===== src/rtl/fir_pkg.sv =====
`default_nettype none
// ============================================================================
// Module      : fir_pkg
// Description : Register map of the fir wishbone slave, ap_ctrl bit
//               positions and the sequencer state encoding.
// Revision    : 1.0  initial release
// ============================================================================
package fir_pkg;

  localparam logic [31:0] c_addr_ap_ctrl = 32'h20;
  localparam logic [31:0] c_addr_len     = 32'h10;
  localparam logic [31:0] c_addr_tap     = 32'h40;

  localparam int c_ap_start_bit = 0;
  localparam int c_ap_done_bit  = 1;
  localparam int c_ap_idle_bit  = 2;

  typedef enum logic [2:0] {
    ST_IDLE     = 3'd0,
    ST_TAP_WR   = 3'd1,
    ST_LEN_WR   = 3'd2,
    ST_START_WR = 3'd3,
    ST_POLL_RD  = 3'd4,
    ST_GAP      = 3'd5,
    ST_FIN      = 3'd6,
    ST_ABORT    = 3'd7
  } seq_state_t;

endpackage
`default_nettype wire


===== src/rtl/fir_cfg_sequencer_if.sv =====
`default_nettype none
// ============================================================================
// Module      : fir_cfg_sequencer_if
// Description : Wishbone classic single-master bus between the sequencer
//               and the fir slave port.
//   master : drives cyc/stb/we/sel/adr/dat_o, receives dat_i/ack
//   slave  : the mirror view
// Revision    : 1.0  initial release
// ============================================================================
interface fir_cfg_sequencer_if;
  logic        wbm_cyc_o;
  logic        wbm_stb_o;
  logic        wbm_we_o;
  logic [3:0]  wbm_sel_o;
  logic [31:0] wbm_adr_o;
  logic [31:0] wbm_dat_o;
  logic [31:0] wbm_dat_i;
  logic        wbm_ack_i;

  modport master (
    output wbm_cyc_o, wbm_stb_o, wbm_we_o, wbm_sel_o, wbm_adr_o, wbm_dat_o,
    input  wbm_dat_i, wbm_ack_i
  );

  modport slave (
    input  wbm_cyc_o, wbm_stb_o, wbm_we_o, wbm_sel_o, wbm_adr_o, wbm_dat_o,
    output wbm_dat_i, wbm_ack_i
  );
endinterface
`default_nettype wire


===== src/rtl/wb_single_master.sv =====
`default_nettype none
// ============================================================================
// Module      : wb_single_master
// Description : Runs one wishbone access at a time.
//   req/we/adr/dat : launch request, sampled only while no access is active
//   ack_seen       : slave acked in the current cycle (access ends at edge)
//   rdata          : read data, valid with ack_seen
//   timeout        : ACK_TIMEOUT cycles elapsed with no ack (access ends)
//   active         : access in flight (cyc high)
//   wb             : bus master port
// Revision    : 1.0  initial release
// ============================================================================
module wb_single_master #(
  parameter int ACK_TIMEOUT = 255
) (
  input  wire logic        clk,
  input  wire logic        rst,
  input  wire logic        req,
  input  wire logic        we,
  input  wire logic [31:0] adr,
  input  wire logic [31:0] dat,
  output      logic        ack_seen,
  output      logic [31:0] rdata,
  output      logic        timeout,
  output      logic        active,
  fir_cfg_sequencer_if.master wb
);

  localparam int                 c_cnt_w    = $clog2(ACK_TIMEOUT + 1);
  localparam logic [c_cnt_w-1:0] c_cnt_last = c_cnt_w'(ACK_TIMEOUT - 1);

  logic               r_active;
  logic [c_cnt_w-1:0] r_cnt;
  logic               r_we;
  logic [31:0]        r_adr;
  logic [31:0]        r_dat;

  // Ack is tested before the timeout so an ack in the expiry cycle wins.
  assign ack_seen = r_active & wb.wbm_ack_i;
  assign timeout  = r_active & ~wb.wbm_ack_i & (r_cnt == c_cnt_last);
  assign rdata    = wb.wbm_dat_i;
  assign active   = r_active;

  assign wb.wbm_cyc_o = r_active;
  assign wb.wbm_stb_o = r_active;
  assign wb.wbm_we_o  = r_we;
  assign wb.wbm_adr_o = r_adr;
  assign wb.wbm_dat_o = r_dat;
  assign wb.wbm_sel_o = 4'b1111;

  // A new request is only accepted while idle, so the edge that ends an
  // access always leaves at least one cycle with cyc low (the gap).
  always_ff @(posedge clk) begin
    if (rst) begin
      r_active <= 1'b0;
      r_cnt    <= '0;
      r_we     <= 1'b0;
      r_adr    <= 32'h0;
      r_dat    <= 32'h0;
    end else if (!r_active) begin
      if (req) begin
        r_active <= 1'b1;
        r_cnt    <= '0;
        r_we     <= we;
        r_adr    <= adr;
        r_dat    <= dat;
      end
    end else if (ack_seen || timeout) begin
      r_active <= 1'b0;
    end else begin
      r_cnt <= r_cnt + 1'b1;
    end
  end

endmodule
`default_nettype wire


===== src/rtl/fir_cfg_sequencer.sv =====
`default_nettype none
// ============================================================================
// Module      : fir_cfg_sequencer
// Description : Configures and launches the fir block over wishbone:
//               writes NUM_TAPS taps, the data length and ap_start, then
//               polls ap_ctrl until ap_done.
//   cmd_start/cfg_len : launch pulse and length (ignored while busy)
//   tap_idx/tap_data  : combinational tap lookup by the owner
//   busy/done/err     : status; done is a pulse, err is sticky on timeout
//   wbm               : wishbone master port
// Revision    : 1.0  initial release
// ============================================================================
module fir_cfg_sequencer
  import fir_pkg::*;
#(
  parameter int          NUM_TAPS     = 11,
  parameter logic [31:0] ADDR_AP_CTRL = c_addr_ap_ctrl,
  parameter logic [31:0] ADDR_LEN     = c_addr_len,
  parameter logic [31:0] ADDR_TAP     = c_addr_tap,
  parameter int          ACK_TIMEOUT  = 255
) (
  input  wire logic        clk,
  input  wire logic        rst,
  input  wire logic        cmd_start,
  input  wire logic [31:0] cfg_len,
  output      logic [3:0]  tap_idx,
  input  wire logic [31:0] tap_data,
  output      logic        busy,
  output      logic        done,
  output      logic        err,
  fir_cfg_sequencer_if.master wbm
);

  localparam logic [3:0]  c_last_tap  = 4'(NUM_TAPS - 1);
  localparam logic [31:0] c_done_mask = 32'h1 << c_ap_done_bit;
  localparam logic [31:0] c_start_val = 32'h1 << c_ap_start_bit;

  seq_state_t  r_state;
  logic [3:0]  r_k;
  logic [31:0] r_len;
  logic        r_busy;
  logic        r_done;
  logic        r_err;

  logic        w_req;
  logic        w_we;
  logic [31:0] w_adr;
  logic [31:0] w_dat;
  logic        w_ack_seen;
  logic [31:0] w_rdata;
  logic        w_timeout;
  logic        w_active;
  logic        w_ap_done;

  assign tap_idx   = r_k;
  assign busy      = r_busy;
  assign done      = r_done;
  assign err       = r_err;
  assign w_ap_done = |(w_rdata & c_done_mask);

  // Request for the current access state; it is raised whenever the engine
  // is idle, which is exactly the gap cycle after the previous access.
  always_comb begin
    w_req = 1'b0;
    w_we  = 1'b1;
    w_adr = 32'h0;
    w_dat = 32'h0;
    case (r_state)
      ST_TAP_WR: begin
        w_req = ~w_active;
        w_adr = ADDR_TAP + {26'd0, r_k, 2'b00};
        w_dat = tap_data;
      end
      ST_LEN_WR: begin
        w_req = ~w_active;
        w_adr = ADDR_LEN;
        w_dat = r_len;
      end
      ST_START_WR: begin
        w_req = ~w_active;
        w_adr = ADDR_AP_CTRL;
        w_dat = c_start_val;
      end
      ST_POLL_RD: begin
        w_req = ~w_active;
        w_we  = 1'b0;
        w_adr = ADDR_AP_CTRL;
      end
      default: ;
    endcase
  end

  always_ff @(posedge clk) begin
    if (rst) begin
      r_state <= ST_IDLE;
      r_k     <= 4'd0;
      r_len   <= 32'h0;
      r_busy  <= 1'b0;
      r_done  <= 1'b0;
      r_err   <= 1'b0;
    end else begin
      r_done <= 1'b0;
      if (w_timeout) begin
        r_state <= ST_ABORT;
        r_err   <= 1'b1;
        r_busy  <= 1'b0;
      end else begin
        case (r_state)
          ST_IDLE: if (cmd_start) begin
            r_len   <= cfg_len;
            r_err   <= 1'b0;
            r_k     <= 4'd0;
            r_busy  <= 1'b1;
            r_state <= ST_TAP_WR;
          end
          ST_TAP_WR: if (w_ack_seen) begin
            if (r_k == c_last_tap) r_state <= ST_LEN_WR;
            else                   r_k     <= r_k + 4'd1;
          end
          ST_LEN_WR:   if (w_ack_seen) r_state <= ST_START_WR;
          ST_START_WR: if (w_ack_seen) r_state <= ST_POLL_RD;
          ST_POLL_RD: if (w_ack_seen) begin
            if (w_ap_done) begin
              r_state <= ST_FIN;
              r_done  <= 1'b1;
              r_busy  <= 1'b0;
            end else begin
              r_state <= ST_GAP;
            end
          end
          ST_GAP:   r_state <= ST_POLL_RD;
          ST_FIN:   r_state <= ST_IDLE;
          ST_ABORT: r_state <= ST_IDLE;
          default:  r_state <= ST_IDLE;
        endcase
      end
    end
  end

  wb_single_master #(
    .ACK_TIMEOUT(ACK_TIMEOUT)
  ) u_engine (
    .clk      (clk),
    .rst      (rst),
    .req      (w_req),
    .we       (w_we),
    .adr      (w_adr),
    .dat      (w_dat),
    .ack_seen (w_ack_seen),
    .rdata    (w_rdata),
    .timeout  (w_timeout),
    .active   (w_active),
    .wb       (wbm)
  );

endmodule
`default_nettype wire


===== src/flat_wrapper.sv =====
// flat-port wrapper written by rule: the top's interface ports become plain ports
module fir_cfg_sequencer_flat import fir_pkg::*;
#(
  parameter int          NUM_TAPS     = 11,
  parameter logic [31:0] ADDR_AP_CTRL = c_addr_ap_ctrl,
  parameter logic [31:0] ADDR_LEN     = c_addr_len,
  parameter logic [31:0] ADDR_TAP     = c_addr_tap,
  parameter int          ACK_TIMEOUT  = 255
)
  (clk, rst, cmd_start, cfg_len, tap_idx, tap_data, busy, done, err, wbm_wbm_cyc_o, wbm_wbm_stb_o, wbm_wbm_we_o, wbm_wbm_sel_o, wbm_wbm_adr_o, wbm_wbm_dat_o, wbm_wbm_dat_i, wbm_wbm_ack_i);
  fir_cfg_sequencer_if wbm_i ();
  input  wire logic clk;
  input  wire logic rst;
  input  wire logic cmd_start;
  input  wire logic [31:0] cfg_len;
  output      logic [3:0] tap_idx;
  input  wire logic [31:0] tap_data;
  output      logic busy;
  output      logic done;
  output      logic err;
  output wire logic [$bits(wbm_i.wbm_cyc_o)-1:0] wbm_wbm_cyc_o;
  output wire logic [$bits(wbm_i.wbm_stb_o)-1:0] wbm_wbm_stb_o;
  output wire logic [$bits(wbm_i.wbm_we_o)-1:0] wbm_wbm_we_o;
  output wire logic [$bits(wbm_i.wbm_sel_o)-1:0] wbm_wbm_sel_o;
  output wire logic [$bits(wbm_i.wbm_adr_o)-1:0] wbm_wbm_adr_o;
  output wire logic [$bits(wbm_i.wbm_dat_o)-1:0] wbm_wbm_dat_o;
  input wire logic [$bits(wbm_i.wbm_dat_i)-1:0] wbm_wbm_dat_i;
  input wire logic [$bits(wbm_i.wbm_ack_i)-1:0] wbm_wbm_ack_i;
  assign wbm_wbm_cyc_o = wbm_i.wbm_cyc_o;
  assign wbm_wbm_stb_o = wbm_i.wbm_stb_o;
  assign wbm_wbm_we_o = wbm_i.wbm_we_o;
  assign wbm_wbm_sel_o = wbm_i.wbm_sel_o;
  assign wbm_wbm_adr_o = wbm_i.wbm_adr_o;
  assign wbm_wbm_dat_o = wbm_i.wbm_dat_o;
  assign wbm_i.wbm_dat_i = wbm_wbm_dat_i;
  assign wbm_i.wbm_ack_i = wbm_wbm_ack_i;
  fir_cfg_sequencer #(.NUM_TAPS(NUM_TAPS), .ADDR_AP_CTRL(ADDR_AP_CTRL), .ADDR_LEN(ADDR_LEN), .ADDR_TAP(ADDR_TAP), .ACK_TIMEOUT(ACK_TIMEOUT)) u_core (.clk(clk), .rst(rst), .cmd_start(cmd_start), .cfg_len(cfg_len), .tap_idx(tap_idx), .tap_data(tap_data), .busy(busy), .done(done), .err(err), .wbm(wbm_i));
endmodule

===== config.mk =====
export PLATFORM = sky130hd
export DESIGN_NAME = fir_cfg_sequencer_flat
export DESIGN_NICKNAME = d
export VERILOG_FILES = /design/src/rtl/fir_pkg.sv /design/src/rtl/fir_cfg_sequencer_if.sv /design/src/rtl/wb_single_master.sv /design/src/rtl/fir_cfg_sequencer.sv /design/src/flat_wrapper.sv
export SDC_FILE = /design/constraint.sdc
export NUM_CORES = 1
export LEC_CHECK = 0
export ABC_AREA = 1
export BUFFER_PORTS_ARGS = -buffer_cell sky130_fd_sc_hd__buf_4
export CAP_MARGIN = 20
export CORE_MARGIN = 5
export CORE_UTILIZATION = 48
export DETAILED_ROUTE_END_ITERATION = 8
export PLACE_DENSITY = 0.76
export SYNTH_ARGS = -nofsm -noshare
export SYNTH_HDL_FRONTEND = slang
export SYNTH_SLANG_ARGS = --single-unit

===== constraint.sdc =====
create_clock -name clk -period 2.1 [get_ports clk]
set_clock_uncertainty 0.05 [all_clocks]
set_input_delay 0.42 -clock clk [delete_from_list [all_inputs] [get_ports clk]]
set_output_delay 0.42 -clock clk [all_outputs]
set_load 0.1 [all_outputs]

---- Yosys cells after proc, flatten, opt, wreduce, memory -nomap -nowiden ----
Cells that the tools add are included.
storage, ports and cells
  logic and storage cells ................. 93
  output and inout bits ................... 78
  bits of input ports ..................... 100
  register bits ........................... 116
operators by class
  mux-type cells .......................... 31
  equal/unequal tests ..................... 21
  add/sub/neg operators ................... 3
  bitwise operators ....................... 8
  reductions and logical operators ........ 19
operator list
  kind                                                              count
  32-bit case mux with 3 select lines                               2
  8-bit two-way mux                                                 3
  3-bit two-way mux                                                 7
  3-bit case mux with 7 select lines                                1
  3-bit inequality test (second input constant)                     5
  3-bit == test (second input constant)                             4
  1-bit two-way mux                                                 12
  4-bit two-way mux                                                 3
  2-bit inequality test (second input constant)                     6
  2-bit nonzero test                                                5
  7-bit by 6-bit adder with 8-bit output (first input constant)     1
  8-bit by 1-bit adder with 8-bit output (second input constant)    1
  8-bit == test (second input constant)                             1
  4-bit case mux with 2 select lines                                1
  4-bit OR reduction                                                2
  3-bit by 2-bit == test with 1-bit output (second input constant)  2
  2-bit AND reduction                                               3
  6-bit AND reduction                                               1
  2-bit OR reduction                                                3
  1-bit inverter                                                    5
  5-bit AND reduction                                               1
  4-bit by 1-bit adder with 4-bit output (second input constant)    1
  4-bit == test (second input constant)                             1
  4-bit AND reduction                                               1
  8 further kinds                                                   10

---- Longest topological paths before layout ----
Gate-level depths: netlist of run 1.
  depth after elaboration ................. 6
  mapped depth ............................ 11

---- Cells and area by module ----
A second synthesis of run 1 with hierarchy kept.
unflattened totals
  cell total of the unflattened synthesis .. 765
  area, all modules ....................... 5265.0 um^2
modules (own cells, without submodules)
  module             seq. area each (um^2)  area an instance (um^2)  instances  cells each
  wb_single_master   1481.4                 3010.4                   1          394
  fir_cfg_sequencer  840.8                  2254.7                   1          371

---- Worst setup path after synthesis of run 1 ----
OpenSTA, ideal clock, no wires.
  path type ............................... register -> register
  from .................................... register u_core.r_k[0], in the netlist u_core.tap_idx[0]
  to ...................................... register u_core.r_k[3], in the netlist u_core.tap_idx[3]
  data arrival time ....................... 1.934 ns
  library setup time ...................... 0.119 ns
  period minus slack after synthesis ...... 2.102 ns
  data required time ...................... 1.931 ns
  cell stages (with the launch flop) ...... 9
  buffers on the path ..................... 0
  setup slack ............................. -0.002 ns
  path through ............................ dfxtp_1 inv_1 ha_1 nand4_1 nand2_1 inv_1 nand3_1 nand2_1 a21oi_1
on the way
  longest elaborated chain between the ends .. 4
  elaborated cells between the ends (all ways) .. 7
RTL lines
  what                                    line                      RTL
  from (decl)                             fir_cfg_sequencer.sv:39   logic [3:0] r_k;
  from (signal assigned)                  fir_cfg_sequencer.sv:118  else r_k <= r_k + 4'd1;
  4-bit by 1-bit adder with 4-bit output  fir_cfg_sequencer.sv:118
  4-bit two-way mux                       fir_cfg_sequencer.sv:117  if (r_k == c_last_tap) r_state <= ST_LEN_WR;
  4-bit two-way mux                       fir_cfg_sequencer.sv:116  ST_TAP_WR: if (w_ack_seen) begin
  4-bit case mux with 2 select lines      fir_cfg_sequencer.sv:108  case (r_state)
Several ways; a longest one is shown, not always the timed one. The select of a mux whose other input is x is not followed.
A chain may end at the register's enable or synchronous reset.

---- Final worst setup path of run 1 ----
  from .................................... register u_core.u_engine.r_cnt[1]
  to ...................................... register u_core.r_k[0], in the netlist u_core.tap_idx[0]
on the way
  longest elaborated chain between the ends .. 4
RTL lines
  what                                  line                    RTL
  from (decl)                           wb_single_master.sv:33  logic [c_cnt_w-1:0] r_cnt;
  from (signal assigned)                wb_single_master.sv:71  r_cnt <= r_cnt + 1'b1;
  8-bit == test                         wb_single_master.sv:40  assign timeout = r_active & ~wb.wbm_ack_i & (r_cnt == c_cnt_last);
  1-bit bitwise AND                     wb_single_master.sv:40
  1-bit inverter (no source line)       -
  5-bit AND reduction (no source line)  -
No other way between the ends.

==> flow_metrics.env, run 1 <==
export IMPL_status="finished clean"
export IMPL_rows=34
export IMPL_fmaxAchievable_ghz=0.592
export IMPL_clockBufferDepth=2
export IMPL_reg2reg_from="u_core.u_engine.r_cnt[1]"
export IMPL_core_area_sq_mm=0.00859
export IMPL_switching_share_pct=50.0
export IMPL_seqPwrFrac_pct=31.7
export IMPL_io_buffers=115
export IMPL_combPwrFrac_pct=50.3
export IMPL_p_sw_w=0.00358
export IMPL_p_int_w=0.00357
export IMPL_worstReg2RegEnd="u_core.tap_idx[0]"
export IMPL_antenna_found_initial=0
export IMPL_cts_tree="done"
export IMPL_fin_crit_sh_pct=80.4
export IMPL_hpwl_mm=7.37
export IMPL_h_tree_depth=3
export IMPL_grt_max_degree=66
export IMPL_worst_setup_path_start_kind="flip-flop"
export IMPL_drive_gt1_share_pct=23.5
export IMPL_place_ws_ns=0.436
export IMPL_path_max_fanout=65
export IMPL_syn_cell_area_sq_mm=0.00418
export IMPL_grt_pass1_wl_mm=16.2
export IMPL_drt_pre_antenna_iters=4
export IMPL_num_vias=3859
export IMPL_finalNetCount=789
export IMPL_die_width_um=103
export IMPL_synth_seq_cells=89
export IMPL_end_kind="flip-flop"
export IMPL_cts_buffers=9
export IMPL_crit_path_max_incr_delay_ns=0.41
export IMPL_ios=178
export IMPL_drt_vias_per_instance=4.84
export IMPL_die_area_sq_mm=0.0107
export IMPL_synthCells=579
export IMPL_clock_latency_ns=0.35
export IMPL_irDropWorstVdd_mv=0.645
export IMPL_r2r_setup_slack_ns=0.41
export IMPL_worstSetupPathType="flip-flop to flip-flop"
export IMPL_hold_start="cfg_len[19]"
export IMPL_cts_resized=0
export IMPL_holdWs_ns=0.272
export IMPL_gp_congestion=0.863
export IMPL_crit_chain="ha_1 -> nand2_1 -> inv_1 -> nand3_4 -> nand2_2 -> buf_12 -> nand2_1 -> a21oi_1"
export IMPL_hold_path_end="u_core.r_len[19]"
export IMPL_rr_worst_depth=8
export IMPL_drt_initial_drc_count=199
export IMPL_drcViolationCount=0
export IMPL_syn_area_per_cell_sq_um=7.21
export IMPL_clock_sinks=89
export IMPL_yosysSeqAreaShare_pct=42.7
export IMPL_maxSlewViolCount=0
export IMPL_crit_required_ns=2.33
export IMPL_post_route_min_period_ns=1.69
export IMPL_hp_class="input port to flip-flop"
export IMPL_grt_use_total_pct=18.9
export IMPL_hold_viol=0
export IMPL_hold_depth=3
export IMPL_tns_ns=0
export IMPL_slowest_stage="dfxtp_1"
export IMPL_final_common_cell="nand2_1"
export IMPL_p_total_w=0.00715
export IMPL_critical_path_arrival_ns=1.91
export IMPL_ys_warn_count=0
export IMPL_grt_setup_unrepaired="no"
export IMPL_ctsHoldBuffers=0
export IMPL_drv_cap=0
export IMPL_clock_power_share_pct=18.0
export IMPL_wirelength_mm=10.1
export IMPL_p_leak_nw=2.48
export IMPL_p_per_area_mw_per_mm2=1390
export IMPL_grt_pass1_vias=3566
export IMPL_setup_violations=0
export IMPL_avgRoutedWirePerCell_um=12.7
export IMPL_synth_cell_types=32
export IMPL_setup_slack_ns=0.411
export IMPL_grt_overflow_total=0
export IMPL_cts_setup_buffers=0
export IMPL_root_buffer="clkbuf_8"
export IMPL_antenna_cells=0
export IMPL_area_delta_synth_final_pct=23.4
export IMPL_final_antenna_net_count=0
export IMPL_final_cell_mix="171 x nand2_1, 125 x buf_4, 88 x dfxtp_1"
export IMPL_initial_core_util_pct=48.6
export IMPL_crit_top_cell="nand2_1"
export IMPL_die_h_um=103
export IMPL_clkTransAtPathRegs_ns=0.09
[worst max-delay path: cells and delay by family (launching register included)]
family	cells	cell delay [ns]
AOI/OAI and AO/OA	1	0.14
DFF	1	0.41
adders and majority gates	1	0.21
and+or+nand+nor	4	0.42
buffers and inverters	2	0.35
[per-stage QoR]
stage	instance area, sq um	util (%)	cells
2_1_floorplan	4290	-	608
3_3_place_gp	4940	57.5	782
3_5_place_dp	4940	57.5	782
4_1_cts	5150	60.0	797
5_1_grt	5150	60.0	797
6_report	5150	60.0	797
[cell type report]
type / count / area (sq um)
fill: 806 / 3440
multi-input combinational: 399 / 1820
sequential: 89 / 1780
timing repair buffer: 127 / 978
inverter: 59 / 221
tap: 108 / 135
clock buffer: 9 / 124
clock inverter: 6 / 92.6
[synth_stat cells (all sizes together)]
cell / count / area, sq um
xnor2: 1 / 8.76
ha: 4 / 50.1
nand3: 29 / 158
a21oi: 49 / 253
inv: 59 / 221
nand2: 175 / 667
o21ai: 70 / 354
nand4: 1 / 6.26
o211ai: 1 / 7.51
o31ai: 1 / 7.51
or2: 1 / 6.26
clkbuf: 7 / 27.5
buf: 54 / 434
nor2: 32 / 156
nor3: 3 / 20.0
dfxtp: 89 / 1780
conb: 2 / 7.51
xor2: 1 / 8.76
[power groups by stage]
stage | clock [W] | combinational [W] | sequential (W)
3_3_place_gp | 0 | 0.00355 | 0.00229
3_5_place_dp | 0 | 0.00361 | 0.00231
4_1_cts | 0.00132 | 0.00361 | 0.00227
6_report | 0.00129 | 0.00360 | 0.00227
2_1_floorplan | 0 | 0.00182 | 0.00346
5_1_grt | 0.00139 | 0.00388 | 0.00231
[state kept, by name, indices dropped and copies added (netlist names)]
signal,flops
u_core.busy,1
u_core.done,1
u_core.err,1
u_core.r_len,32
u_core.r_state,3
u_core.tap_idx,4
u_core.u_engine.active,1
u_core.u_engine.r_cnt,8
u_core.u_engine.wb.wbm_adr_o,5
u_core.u_engine.wb.wbm_dat_o,32
u_core.u_engine.wb.wbm_we_o,1
[metal layers]
metal  vias to the layer above  wire length [um]  global-route usage [%]  share of wire, %
li1                       1974                 -                       -                 -
met3                        21               828                    4.23               8.2
met1                      1728              4250                    23.7                42
met4                         0               216                    7.87               2.1
met2                       136              4840                    31.3                48
met5                         -                 0                       0                 0
[cell families (layout without fill, tap and decap cells)]
| logic type | count (synthesis) | after routing | synth area share (%) |
|---|---|---|---|
| AND/OR/NAND/NOR | 241 | 241 | 24.3 |
| AO/OA/AOI/OAI | 121 | 121 | 14.9 |
| buffers and inverters | 120 | 201 | 16.4 |
| flip-flops | 89 | 89 | 42.7 |
| adder cells (fa/ha/maj) | 4 | 4 | 1.20 |
| other | 2 | 31 | 0.180 |
| XOR/XNOR | 2 | 2 | 0.420 |
[how the worst max path moves through the flow]
stage / startpoint / to / slack [ns]
after detailed placement: u_core.r_state[2] / u_core.u_engine.wb.wbm_adr_o[3] / 0.44
after global routing: u_core.u_engine.r_cnt[1] / u_core.r_len[27] / 0.23
after floorplan: u_core.tap_idx[1] / u_core.tap_idx[3] / 0.10
after global placement: u_core.r_state[2] / u_core.u_engine.wb.wbm_adr_o[2] / 0.47
after CTS: u_core.r_state[2] / u_core.u_engine.wb.wbm_adr_o[3] / 0.41
final: u_core.u_engine.r_cnt[1] / u_core.tap_idx[0] / 0.41
No activity file was read; power rests on OpenSTA's default activity.
==> inputs of run 2 (changes only) <==
clock period = 1.7 ns   (was 2.1 ns; I/O delays follow)
==> run 2 against run 1 <==
  * Sequential power rose by 24%
  * Clock-buffer cell count rose by 1
  * Wire length barely moved
  * Worst hold slack got worse by 0.081 ns
  * Clock power rose by 15%
  * Final area rose by 1.7%
  * Register-to-register slack got worse by 0.27 ns
  * Highest routed layer unchanged
  * Combinational power rose by 28%
==> flow_metrics.env, run 2 (synthesis gave the netlist of run 1 again) <==
export IMPL_dp_cells=788
export IMPL_tns_ns=0
export IMPL_crit_chain="nor2_4 -> nand2_1 -> inv_2 -> o21ai_2 -> inv_2 -> nor2_8 -> buf_12 -> nand2_1 -> nor2_1"
export IMPL_final_instance_count_excl_fill=804
export IMPL_grt_pass1_wl_mm=16.3
export IMPL_crit_path_max_incr_delay_ns=0.44
export IMPL_cts_buffers=9
export IMPL_ctsHoldBuffers=0
export IMPL_drcViolationCount=0
export IMPL_drive_gt1_share_pct=25.1
export IMPL_drt_pre_antenna_iters=4
export IMPL_grt_use_met3_pct=3.89
export IMPL_grt_overflow_total=0
export IMPL_cts_tree="done"
export IMPL_fillers=811
export IMPL_final_antenna_net_count=0
export IMPL_worstSetupPathType="flip-flop to flip-flop"
export IMPL_rows=34
export IMPL_ios=178
export IMPL_final_cell_mix="171 x nand2_1, 128 x buf_4, 83 x dfxtp_1"
export IMPL_hp_class="input port to flip-flop"
export IMPL_grt_use_total_pct=19.3
export IMPL_drv_cap=0
export IMPL_grt_pass1_vias=3625
export IMPL_p_total_w=0.00891
export IMPL_root_buffer="clkbuf_8"
export IMPL_final_common_cell="nand2_1"
export IMPL_slowest_stage="dfxtp_1"
export IMPL_path_max_fanout=21
export IMPL_worst_setup_path_start_kind="flip-flop"
export IMPL_gr_usage_met1_pct=23.9
export IMPL_clockBufferDepth=2
export IMPL_finalNetCount=795
export IMPL_h_tree_depth=3
export IMPL_num_vias=3857
export IMPL_initial_core_util_pct=48.6
export IMPL_clkTransAtPathRegs_ns=0.10
export IMPL_drt_vias_per_instance=4.80
export IMPL_area_delta_synth_final_pct=25.5
export IMPL_gp_congestion=0.915
export IMPL_fin_crit_sh_pct=91.4
export IMPL_die_h_um=103
export IMPL_status="finished clean"
export IMPL_hpwl_mm=7.62
export IMPL_antenna_cells=0
export IMPL_wirelength_mm=10.1
export IMPL_die_width_um=103
export IMPL_avgRoutedWirePerCell_um=12.6
export IMPL_core_area_sq_mm=0.00859
export IMPL_clock_latency_ns=0.36
export IMPL_end_kind="flip-flop"
export IMPL_final_core_util_pct=61.0
export IMPL_die_area_sq_mm=0.0107
export IMPL_io_buffers=115
export IMPL_maxSlewViolCount=0
export IMPL_hold_viol=0
export IMPL_grt_max_degree=41
export IMPL_critical_path_arrival_ns=1.79
export IMPL_drt_initial_drc_count=110
export IMPL_post_route_min_period_ns=1.55
export IMPL_p_leak_nw=2.52
export IMPL_irDropWorstVdd_mv=0.750
export IMPL_grt_use_met2_pct=33.1
export IMPL_crit_required_ns=1.94
export IMPL_antenna_found_initial=0
export IMPL_grt_busiest_layer="met2"
export IMPL_clock_sinks=89
export IMPL_grt_setup_unrepaired="no"
export IMPL_fmaxAchievable_ghz=0.644
export IMPL_p_per_area_mw_per_mm2=1700
export IMPL_setup_violations=0
==> run 2: changes by cell type in the layout (fill, tap and decap cells not counted), moves of 2 or more <==
cell | before | now
buf_4 | 125 | 128
clkinv_2 | 0 | 2
buf_12 | 2 | 5
dfxtp_2 | 1 | 5
dfxtp_1 | 88 | 83
==> run 2: what timing repair did <==
| item | CTS | global route |
|---|---|---|
| resized for setup | 0 | 3 |
| setup buffers | 0 | 0 |
| endpoints found under the setup margin | 0 | 8 |
==> run 2: worst paths after layout <==
path                                          from                                to  slack (ns)  depth (start not counted)
setup reg to reg                 u_core.r_state[1]          u_core.u_engine.r_cnt[4]        0.15                          9
hold reg to reg   u_core.u_engine.wb.wbm_dat_o[24]  u_core.u_engine.wb.wbm_dat_o[24]        0.40                          2
hold / removal                          cfg_len[7]                   u_core.r_len[7]        0.19                          3
setup / recovery                 u_core.r_state[1]          u_core.u_engine.r_cnt[4]        0.15                          9
==> run 2: power breakdown <==
part           total [W]  switching (W)  leakage, nW  internal (W)
clock network    0.00148       0.000757        0.103      0.000722
logic            0.00462        0.00344         1.69       0.00118
registers        0.00281       0.000242        0.730       0.00257
==> run 2: critical path: cells and delay by family (launching register included) <==
| kind | cells | cell delay, ns |
|---|---|---|
| AOI/OAI and AO/OA | 1 | 0.17 |
| buffers and inverters | 3 | 0.32 |
| DFF | 1 | 0.44 |
| and+or+nand+nor | 5 | 0.50 |
==> run 2: metal layers <==
layer / vias to the layer above / part of all wire [%]
met2: 120 / 49
li1: 1988 / -
met4: 0 / 1.3
met5: - / 0
met3: 11 / 7.1
met1: 1738 / 43
==> run 2: metrics by stage <==
stage | hold slack [ns] | area (sq um) | setup WS [ns]
global route | 0.177 | 5240 | 0.0172
finish | 0.191 | 5240 | 0.146
CTS | 0.173 | 5230 | 0.114
detailed placement | 0.385 | 5030 | 0.134
global placement | 0.379 | 5030 | 0.183
floorplan | 0.374 | 4290 | 0.0922
==> run 2: layout make-up <==
cell class	count	area, sq um	area share [%]
Clock buffer	10	138	2.63
Inverter	59	221	4.23
Sequential cell	89	1790	34.2
Multi-Input combinational cell	399	1830	34.9
Tap cell	108	135	2.58
Clock inverter	6	65.1	1.24
Timing Repair Buffer	133	1060	20.3
